`config.mk`:
```
export PLATFORM = sky130hd
export DESIGN_NAME = text_buf_ctrl
export DESIGN_NICKNAME = d
export VERILOG_FILES = /design/src/rtl/text_buf_pkg.sv /design/src/rtl/text_ram.sv /design/src/rtl/text_buf_ctrl.sv
export SDC_FILE = /design/constraint.sdc
export NUM_CORES = 2
export LEC_CHECK = 0
export BUFFER_PORTS_ARGS = -buffer_cell sky130_fd_sc_hd__clkbuf_2
export CAP_MARGIN = 20
export CORE_MARGIN = 1
export CORE_UTILIZATION = 25
export DETAILED_ROUTE_END_ITERATION = 10
export HOLD_SLACK_MARGIN = 0.02
export PLACE_DENSITY_LB_ADDON = 0.25
export SLEW_MARGIN = 20
export SYNTH_ARGS = -nofsm -noshare
export SYNTH_HDL_FRONTEND = slang
export SYNTH_SLANG_ARGS = --single-unit
```
`constraint.sdc`:
```
create_clock -name clk -period 26.4 [get_ports clk]
set_clock_uncertainty 0.05 [all_clocks]
set_input_delay 0 -clock clk [delete_from_list [all_inputs] [get_ports clk]]
set_output_delay 0 -clock clk [all_outputs]
set_load 0.05 [all_outputs]
```
`src/rtl/text_buf_pkg.sv`:
```
// Shared types and constants for the on-screen text buffer controller.
//   state_e    : controller FSM states
//   CH_*       : writer control codes
//   TXT_COLS/TXT_ROWS : screen geometry in character cells
package text_buf_pkg;

  typedef enum logic [1:0] {
    ST_CLEAR = 2'd0,
    ST_IDLE  = 2'd1,
    ST_BSWR  = 2'd2
  } state_e;

  localparam logic [7:0] CH_BS        = 8'h08;
  localparam logic [7:0] CH_LF        = 8'h0A;
  localparam logic [7:0] CH_FF        = 8'h0C;
  localparam logic [7:0] CH_CR        = 8'h0D;
  localparam logic [7:0] CH_PRINT_MIN = 8'h20;

  localparam int unsigned TXT_COLS = 16;
  localparam int unsigned TXT_ROWS = 16;

endpackage

```
`src/rtl/text_ram.sv`:
```
// Single-port character RAM with synchronous read.
//   clk, rst_n : clock, async active-low reset (read register only)
//   en, we     : port enable, write enable (write when en && we)
//   addr       : cell address
//   wdata      : write data
//   rdata      : read data, updated the cycle after an en && !we access,
//                held otherwise; contents are not reset
module text_ram #(
  parameter int unsigned AW = 8,
  parameter int unsigned DW = 8
) (
  input  logic          clk,
  input  logic          rst_n,
  input  logic          en,
  input  logic          we,
  input  logic [AW-1:0] addr,
  input  logic [DW-1:0] wdata,
  output logic [DW-1:0] rdata
);

  localparam int unsigned DEPTH = 2 ** AW;

  logic [DW-1:0] mem_q [DEPTH];
  logic [DW-1:0] rdata_q, rdata_d;

  // Read register only changes on a read access, so it holds between reads.
  always_comb begin
    rdata_d = rdata_q;
    if (en && !we) rdata_d = mem_q[addr];
  end

  always_ff @(posedge clk) begin
    if (en && we) mem_q[addr] <= wdata;
  end

  always_ff @(posedge clk or negedge rst_n) begin
    if (!rst_n) rdata_q <= '0;
    else        rdata_q <= rdata_d;
  end

  assign rdata = rdata_q;

endmodule

```
`src/rtl/text_buf_ctrl.sv`:
```
// Text buffer controller: arbitrates one RAM port between the display read
// path (absolute priority, 1-cycle latency) and a character-stream writer
// with cursor handling, control codes and a clear-screen sequencer.
//   disp_req/disp_addr -> disp_code : renderer read, {col,row} addressing
//   wr_valid/wr_char/wr_ready       : writer handshake (wr_ready is comb.)
//   cursor_x/cursor_y               : current write cell
//   busy                            : clear sequence running
module text_buf_ctrl
  import text_buf_pkg::*;
#(
  parameter logic [7:0]  FILL_CHAR = 8'h20,
  parameter int unsigned COL_W     = $clog2(TXT_COLS),
  parameter int unsigned ROW_W     = $clog2(TXT_ROWS)
) (
  input  logic                   clk,
  input  logic                   rst_n,
  input  logic                   disp_req,
  input  logic [COL_W+ROW_W-1:0] disp_addr,
  output logic [7:0]             disp_code,
  input  logic                   wr_valid,
  input  logic [7:0]             wr_char,
  output logic                   wr_ready,
  output logic [COL_W-1:0]       cursor_x,
  output logic [ROW_W-1:0]       cursor_y,
  output logic                   busy
);

  localparam int unsigned AW = COL_W + ROW_W;

  state_e           state_q, state_d;
  logic [AW-1:0]    clr_cnt_q, clr_cnt_d;
  logic [COL_W-1:0] cur_x_q, cur_x_d;
  logic [ROW_W-1:0] cur_y_q, cur_y_d;
  logic             busy_q, busy_d;

  logic             ram_en;
  logic             ram_we;
  logic [AW-1:0]    ram_addr;
  logic [7:0]       ram_wdata;

  // Next state, cursor update and RAM port mux. Display owns the port
  // whenever disp_req is high; every write path waits for disp_req low.
  always_comb begin
    state_d   = state_q;
    clr_cnt_d = clr_cnt_q;
    cur_x_d   = cur_x_q;
    cur_y_d   = cur_y_q;
    ram_we    = 1'b0;
    ram_addr  = disp_addr;
    ram_wdata = FILL_CHAR;
    wr_ready  = 1'b0;

    case (state_q)
      ST_CLEAR: begin
        if (!disp_req) begin
          ram_we    = 1'b1;
          ram_addr  = clr_cnt_q;
          clr_cnt_d = clr_cnt_q + AW'(1);
          if (clr_cnt_q == '1) begin
            state_d = ST_IDLE;
            cur_x_d = '0;
            cur_y_d = '0;
          end
        end
      end

      ST_IDLE: begin
        wr_ready = !disp_req;
        if (wr_valid && !disp_req) begin
          if (wr_char >= CH_PRINT_MIN) begin
            ram_we    = 1'b1;
            ram_addr  = {cur_x_q, cur_y_q};
            ram_wdata = wr_char;
            cur_x_d   = cur_x_q + COL_W'(1);
            if (cur_x_q == '1) cur_y_d = cur_y_q + ROW_W'(1);
          end else begin
            case (wr_char)
              CH_LF: begin
                cur_x_d = '0;
                cur_y_d = cur_y_q + ROW_W'(1);
              end
              CH_CR: cur_x_d = '0;
              CH_BS: begin
                state_d = ST_BSWR;
                if (cur_x_q != '0) begin
                  cur_x_d = cur_x_q - COL_W'(1);
                end else if (cur_y_q != '0) begin
                  cur_x_d = '1;
                  cur_y_d = cur_y_q - ROW_W'(1);
                end
              end
              CH_FF: begin
                state_d   = ST_CLEAR;
                clr_cnt_d = '0;
              end
              default: ;
            endcase
          end
        end
      end

      ST_BSWR: begin
        if (!disp_req) begin
          ram_we   = 1'b1;
          ram_addr = {cur_x_q, cur_y_q};
          state_d  = ST_IDLE;
        end
      end

      default: state_d = ST_CLEAR;
    endcase

    busy_d = (state_d == ST_CLEAR);
  end

  assign ram_en = disp_req | ram_we;

  always_ff @(posedge clk or negedge rst_n) begin
    if (!rst_n) begin
      state_q   <= ST_CLEAR;
      clr_cnt_q <= '0;
      cur_x_q   <= '0;
      cur_y_q   <= '0;
      busy_q    <= 1'b1;
    end else begin
      state_q   <= state_d;
      clr_cnt_q <= clr_cnt_d;
      cur_x_q   <= cur_x_d;
      cur_y_q   <= cur_y_d;
      busy_q    <= busy_d;
    end
  end

  // The RAM read register is the disp_code register: it only loads on
  // display reads (writes never assert a read) and resets to 8'h00.
  text_ram #(
    .AW (AW),
    .DW (8)
  ) u_ram (
    .clk   (clk),
    .rst_n (rst_n),
    .en    (ram_en),
    .we    (ram_we),
    .addr  (ram_addr),
    .wdata (ram_wdata),
    .rdata (disp_code)
  );

  assign cursor_x = cur_x_q;
  assign cursor_y = cur_y_q;
  assign busy     = busy_q;

endmodule

```
# --- Word-level counts from Yosys, hierarchy flattened ---
# Memory sizes are Yosys's and may differ from the RTL's. A register that Yosys moved wholly into a read port is not among the register bits.
# Cells that the tools add are included.
word_totals:
  reg_bits: 19
  ramBits: 2048
  in_bits: 20
  out_inout_bits: 18
  mem_count: 1
classes:
  n_addsub: 5
  order_cmp: 1
  n_eq_ne: 19
  n_mux: 42
  bitwise: 1
  reduce_logical: 16
mem_list:
  columns: ["memory", "depth", "word_bits", "rd", "rd_clocked_by_memory_dff", "wr", "line_no", "rtl"]
  rows:
  - ["u_ram.mem_q", 256, 8, 1, 1, 1, "text_ram.sv:23", "logic [DW-1:0] mem_q [DEPTH];"]
ops:
  columns: ["cell", "count"]
  rows:
  - ["two-way mux 8 bit", 11]
  - ["two-way mux 4 bit", 11]
  - ["equality test 8 x 4 -> 1 bit (second input constant)", 4]
  - ["one-hot mux 4 bit (2 select lines)", 4]
  - ["one-hot mux 8 bit (3 select lines)", 1]
  - ["one-hot mux 8 bit (2 select lines)", 1]
  - ["!= test 4 bit (second input constant)", 3]
  - ["two-way mux 2 bit", 5]
  - ["adder 4 x 1 -> 4 bit (second input constant)", 2]
  - ["adder 8 x 1 -> 8 bit (second input constant)", 1]
  - ["equality test 8 bit (second input constant)", 1]
  - [">= comparator 8 x 6 -> 1 bit (second input constant)", 1]
  - ["!= test 2 bit (second input constant)", 4]
  - ["AND reduction 8 bit", 1]
  - ["nonzero test 4 bit", 2]
  - ["subtractor 4 x 1 -> 4 bit (second input constant)", 2]
  - ["two-way mux 1 bit", 6]
  - ["one-hot mux 2 bit (3 select lines)", 1]
  - ["AND reduction 6 bit", 1]
  - ["!= test 5 bit (second input constant)", 1]
  - ["AND reduction 5 bit", 1]
  - ["equality test 4 bit (second input constant)", 1]
  - ["zero test 2 bit", 2]
  - ["!= test 4 x 3 -> 1 bit (second input constant)", 1]
  - ["11 further kinds", 16]

# --- Depth between registers and ports, before layout ---
logic_depth:
  ltp_word: 8
  ltp_mapped: 17
  ltp_nobuf: 10

# --- Modules after synthesis ---
# A second synthesis with hierarchy kept.
unflattened:
  hier_cells: 3984
  hier_area_um2: 81659.6
by_module_without_submodules:
  columns: ["mod", "instances", "cells_per_inst", "area_each_um2"]
  rows:
  - ["text_ram", 1, 3761, 79870.4]
  - ["text_buf_ctrl", 1, 223, 1789.2]

# --- Least setup slack after synthesis ---
# Ideal clock, no wire load.
synth_timing:
  kind: "register to register"
  startpoint: "register state_q[1]"
  endpoint: "memory u_ram.mem_q[0][4], data pin"
  setup_ps: 2808
  arrival_ps: 14184
  required_time_ps: 23542
  slack_ps: 9357
  path_stages_with_launch: 3
  path_buffers: 0
  synth_period_minus_slack_ps: 17043
  path_cell_list: "dfrtp_1 > nand2b_1 > nor4_1"
synth_via:
  elab_chain_cells: 2
synth_rtl:
  columns: ["item", "line_no", "rtl"]
  rows:
  - ["start: declaration", "text_buf_ctrl.sv:30", "state_e state_q, state_d;"]
  - ["start signal: assignment", "text_buf_ctrl.sv:126", "state_q <= state_d;"]
  - ["equality test 2 x 1 -> 1 bit", "text_buf_ctrl.sv:53", "case (state_q)"]
  - ["two-way mux 8 bit", "text_buf_ctrl.sv:53", null]
  - ["net ram_wdata[4]", "text_buf_ctrl.sv:39", "logic [7:0] ram_wdata;"]
  - ["end: declaration", "text_ram.sv:23", null]
# The timed path passes the listed nets, and every way through them passes these cells.

# --- Worst setup path in the final report ---
layout_timing:
  startpoint: "register state_q[0]"
  endpoint: "register u_ram.rdata_q[7], in the netlist u_ram.rdata[7] (read register of u_ram.mem_q)"
layout_via:
  elab_chain_cells: 5
  word_cells_on_any_way: 9
  cone_classes: "eq/ne: 2; mux: 2; bitwise: 1; reduce/logical: 4"
layout_rtl:
  columns: ["item", "line_no", "rtl"]
  rows:
  - ["equality test 2 bit / zero test 2 bit (equally long branches)", "text_buf_ctrl.sv:53", null]
  - ["OR reduction 2 bit (no line)", null, null]
  - ["one-hot mux 1 bit (2 select lines)", "text_buf_ctrl.sv:53", null]
  - ["OR 1 bit / zero test 1 bit (equally long branches)", "text_buf_ctrl.sv:116, text_ram.sv:29", null]
  - ["logical AND 1 bit", "text_ram.sv:29", "if (en && !we) rdata_d = mem_q[addr];"]
  - ["end: declaration", "text_ram.sv:24", "logic [DW-1:0] rdata_q, rdata_d;"]
# Several ways; a longest one is shown, not always the timed one.
# A chain may end at the register's enable or synchronous reset.

==> flow_summary.ini <==
[finish]
fin_area_um2 = 94300
final_nets = 5590
layout-drive-gt1-share = 0.0860
area_growth_pct = 14.1

[setup_path]
path_depth = 11
crit_start = state_q[0]
rr_startpoint = state_q[0]
critical_path.top_delay_family = compound AO/OA/AOI/OAI gates
cp_data_required_time_ps = 27060
slowest_delay_ps = 940
start_kind = flip-flop
path_cells = nand2b_1 -> nor4_4 -> a211o_4 -> buf_4 -> buf_4 -> buf_4 -> a221oi_1 -> nor4_1 -> o22ai_1 -> o21ai_1 -> a31oi_1
cp.buffers_inverters = 3
cp-endpoint = u_ram.rdata[7]
end_kind = flip-flop
worst_path_most_repeated_cell = buf_4
critical-path-slowest-cell = dfrtp_1
crit_path_max_fanout = 83
rrSetupSlack_ps = 19160
crit_type = reg2reg
crit_arrival_ps = 7900
ff2ff_path_depth = 11
worstReg2RegEnd = u_ram.rdata[7]

[cts]
cts_buffers = 218
ctsLongestPathBuffers = 3
clk_pin_slew_ps = 60
clock_sinks = 2075
htree_levels = 4
clk_latency_ps = 860
cts_tree = built
cts_resized = 0
cts_root_buf = clkbuf_16
post_cts_buffers = 0

[power]
ir_drop_mv = 0.0532
powerDensity_nw_per_um2 = 82.3
total_power_uw = 7760
leakagePower_uw = 0.0300

[detailed_routing]
wire_per_inst_um = 24.5
vias = 49451
postRouteAntennaNets = 0
via_per_inst = 4.90
drt_pass1_iterations = 6
drt-initial-drc-count = 5338
drc_errors = 0
drt_wl_total_um = 247000

[sta]
worstMarginPinSlew_ps = 1170
final_hold_viol_count = 0
finalMaxSlewViolations = 0
rsz0062_at_grt = false
relSlewSlack = 0.220
fin_setup_tns_ps = 0
timing.final.crit_period_ps = 7240
setup_violations = 0
period_share = 0.274
fmax_mhz = 138

[die]
die_w_um = 577
dieHeight_um = 577
die_area_um2 = 333000
start_util = 0.252
io_pins = 38
core_area_um2 = 328000
std_cell_rows = 210

[logic_synthesis]
yosysUniqueCellTypes = 66
synth_fp_nets = 5633
avgSynthCellArea_um2 = 14.7
synthesis.area_um2 = 82600
synth_seq_area_share = 0.752
synth-edff-count = 2048
yosysTopAreaCell = edfxtp_1
synth_top_cell_area_share = 0.744
synth_area_leaders = edfxtp_1 74%, nand2_1 4.5%, mux2i_1 4.0%
synth_cells = 5607
ys_ff_latch = 2075
synth_warnings = 0
synth_flop_cell = edfxtp_1
async_reset_ff_frac = 0.0130

[grt]
top_usage_layer = met2
grt_max_degree = 209
grt_usage = 0.144
grt_pass1_wl_um = 353000
grt_pass1_vias = 47472
met2_usage = 0.230
gr-total-overflow = 0
grtUsageMet3 = 0.0228
antenna_found_initial = 12
grt_use_met1 = 0.202

[placement]
place_area_um2 = 87200
dp_hpwl_um = 145000
port_buffers = 37
gp_congestion = 0.810

[run_status]
status = complete, no violations

[worst_hold_path]
hold_path_class = in2reg

[job]
drv_cap = 0
-- worst min-delay path by stage --
| stage | from | to | slack [ps] | depth (start not counted) |
|---|---|---|---|---|
| after floorplan | rst_n | clr_cnt_q[0] | -350 | 0 |
| after global placement | rst_n | cursor_x[0] | 160 | 1 |
| after detailed placement | rst_n | cursor_x[1] | 180 | 1 |
| after CTS | disp_addr[7] | u_ram.rdata[5] | 40 | 6 |
| after global routing | disp_addr[7] | u_ram.rdata[5] | 140 | 6 |
| final | disp_addr[7] | u_ram.rdata[5] | 140 | 6 |
-- synthesized netlist by cell type (38+ instances only) --
cell / number
nor2_1: 304
a221oi_1: 347
buf_4: 54
buf_2: 141
a32oi_1: 86
edfxtp_1: 2048
o22ai_1: 105
a32o_1: 98
nor4_1: 73
nand2_1: 997
nand3_1: 38
clkbuf_1: 173
mux2i_1: 328
a21oi_1: 537
-- cell type report --
cell class              count  area (um2)
repair buffers            164        1310
well taps                4346        5440
multi-input cells        3094       18500
clock buffers             280        5750
flip-flops and latches   2075       62200
inverters                  11        41.3
diodes                      3        7.51
clock inverters           122        1100
fillers                 32741      234000
-- metal layers --
layer / routed length, um / vias to the layer above / part of all wire
met5: 0 / - / 0
met1: 111000 / 25632 / 0.45
li1: - / 21782 / -
met4: 6570 / 0 / 0.027
met3: 15300 / 321 / 0.062
met2: 114000 / 1716 / 0.46
-- worst min-delay path, delay by kind of cell --
kind | cells | cell delay [ps]
AOI/OAI and AO/OA | 4 | 730
buffers and inverters | 1 | 130
and+or+nand+nor | 1 | 130
-- cell usage in the layout, fill, tap and decap left out, types with 52 or more instances in the layout --
cell type / netlist / layout
a32o_1: 98 / 98
mux2i_1: 328 / 327
a32oi_1: 86 / 86
o22ai_1: 105 / 105
buf_4: 54 / 90
nor4_1: 73 / 61
edfxtp_1: 2048 / 2048
a221oi_1: 347 / 347
clkbuf_16: 0 / 220
nand2_1: 997 / 988
a21oi_1: 537 / 537
clkbuf_1: 173 / 58
clkinv_1: 0 / 52
nor2_1: 304 / 291
-- power breakdown --
group	switching, uW	leakage, uW	internal (uW)	total [uW]
combinational	818	0.00758	307	1130
clock	1280	0.00335	1700	2980
sequential	28.8	0.0191	3620	3650
-- what timing repair did --
action                                 in CTS  in global routing
setup endpoints to repair                   0                  0
hold buffers                               25                  0
endpoints found under the hold margin     443                  0
-- registers in the layout, summed over array words and instances, names as in the netlist --
signal	cells
u_ram.mem_q	2048
clr_cnt_q	8
u_ram.rdata	8
cursor_x	4
cursor_y	4
state_q	2
busy	1
-- cell families after synthesis --
| family | after synthesis | synth area share |
|---|---|---|
| simple gates | 1482 | 0.0727 |
| mux | 334 | 0.0405 |
| compound gates | 1266 | 0.106 |
| flops | 2075 | 0.752 |
| buf+inv | 438 | 0.0269 |
| fa+ha+maj | 6 | 0.000908 |
| xor+xnor | 6 | 0.000636 |
-- stage by stage --
step | worst slack (ps) | util | hold slack (ps) | std cells
3_5_place_dp | 19270 | 0.266 | 178 | 9664
5_1_grt | 18930 | 0.287 | 139 | 10092
6_report | 19160 | 0.287 | 145 | 10095
3_3_place_gp | 19340 | 0.265 | 165 | 9658
2_1_floorplan | 9360 | - | -346 | 5607
4_1_cts | 19290 | 0.287 | 39.3 | 10091
No activity file was read; power rests on OpenSTA's default activity.
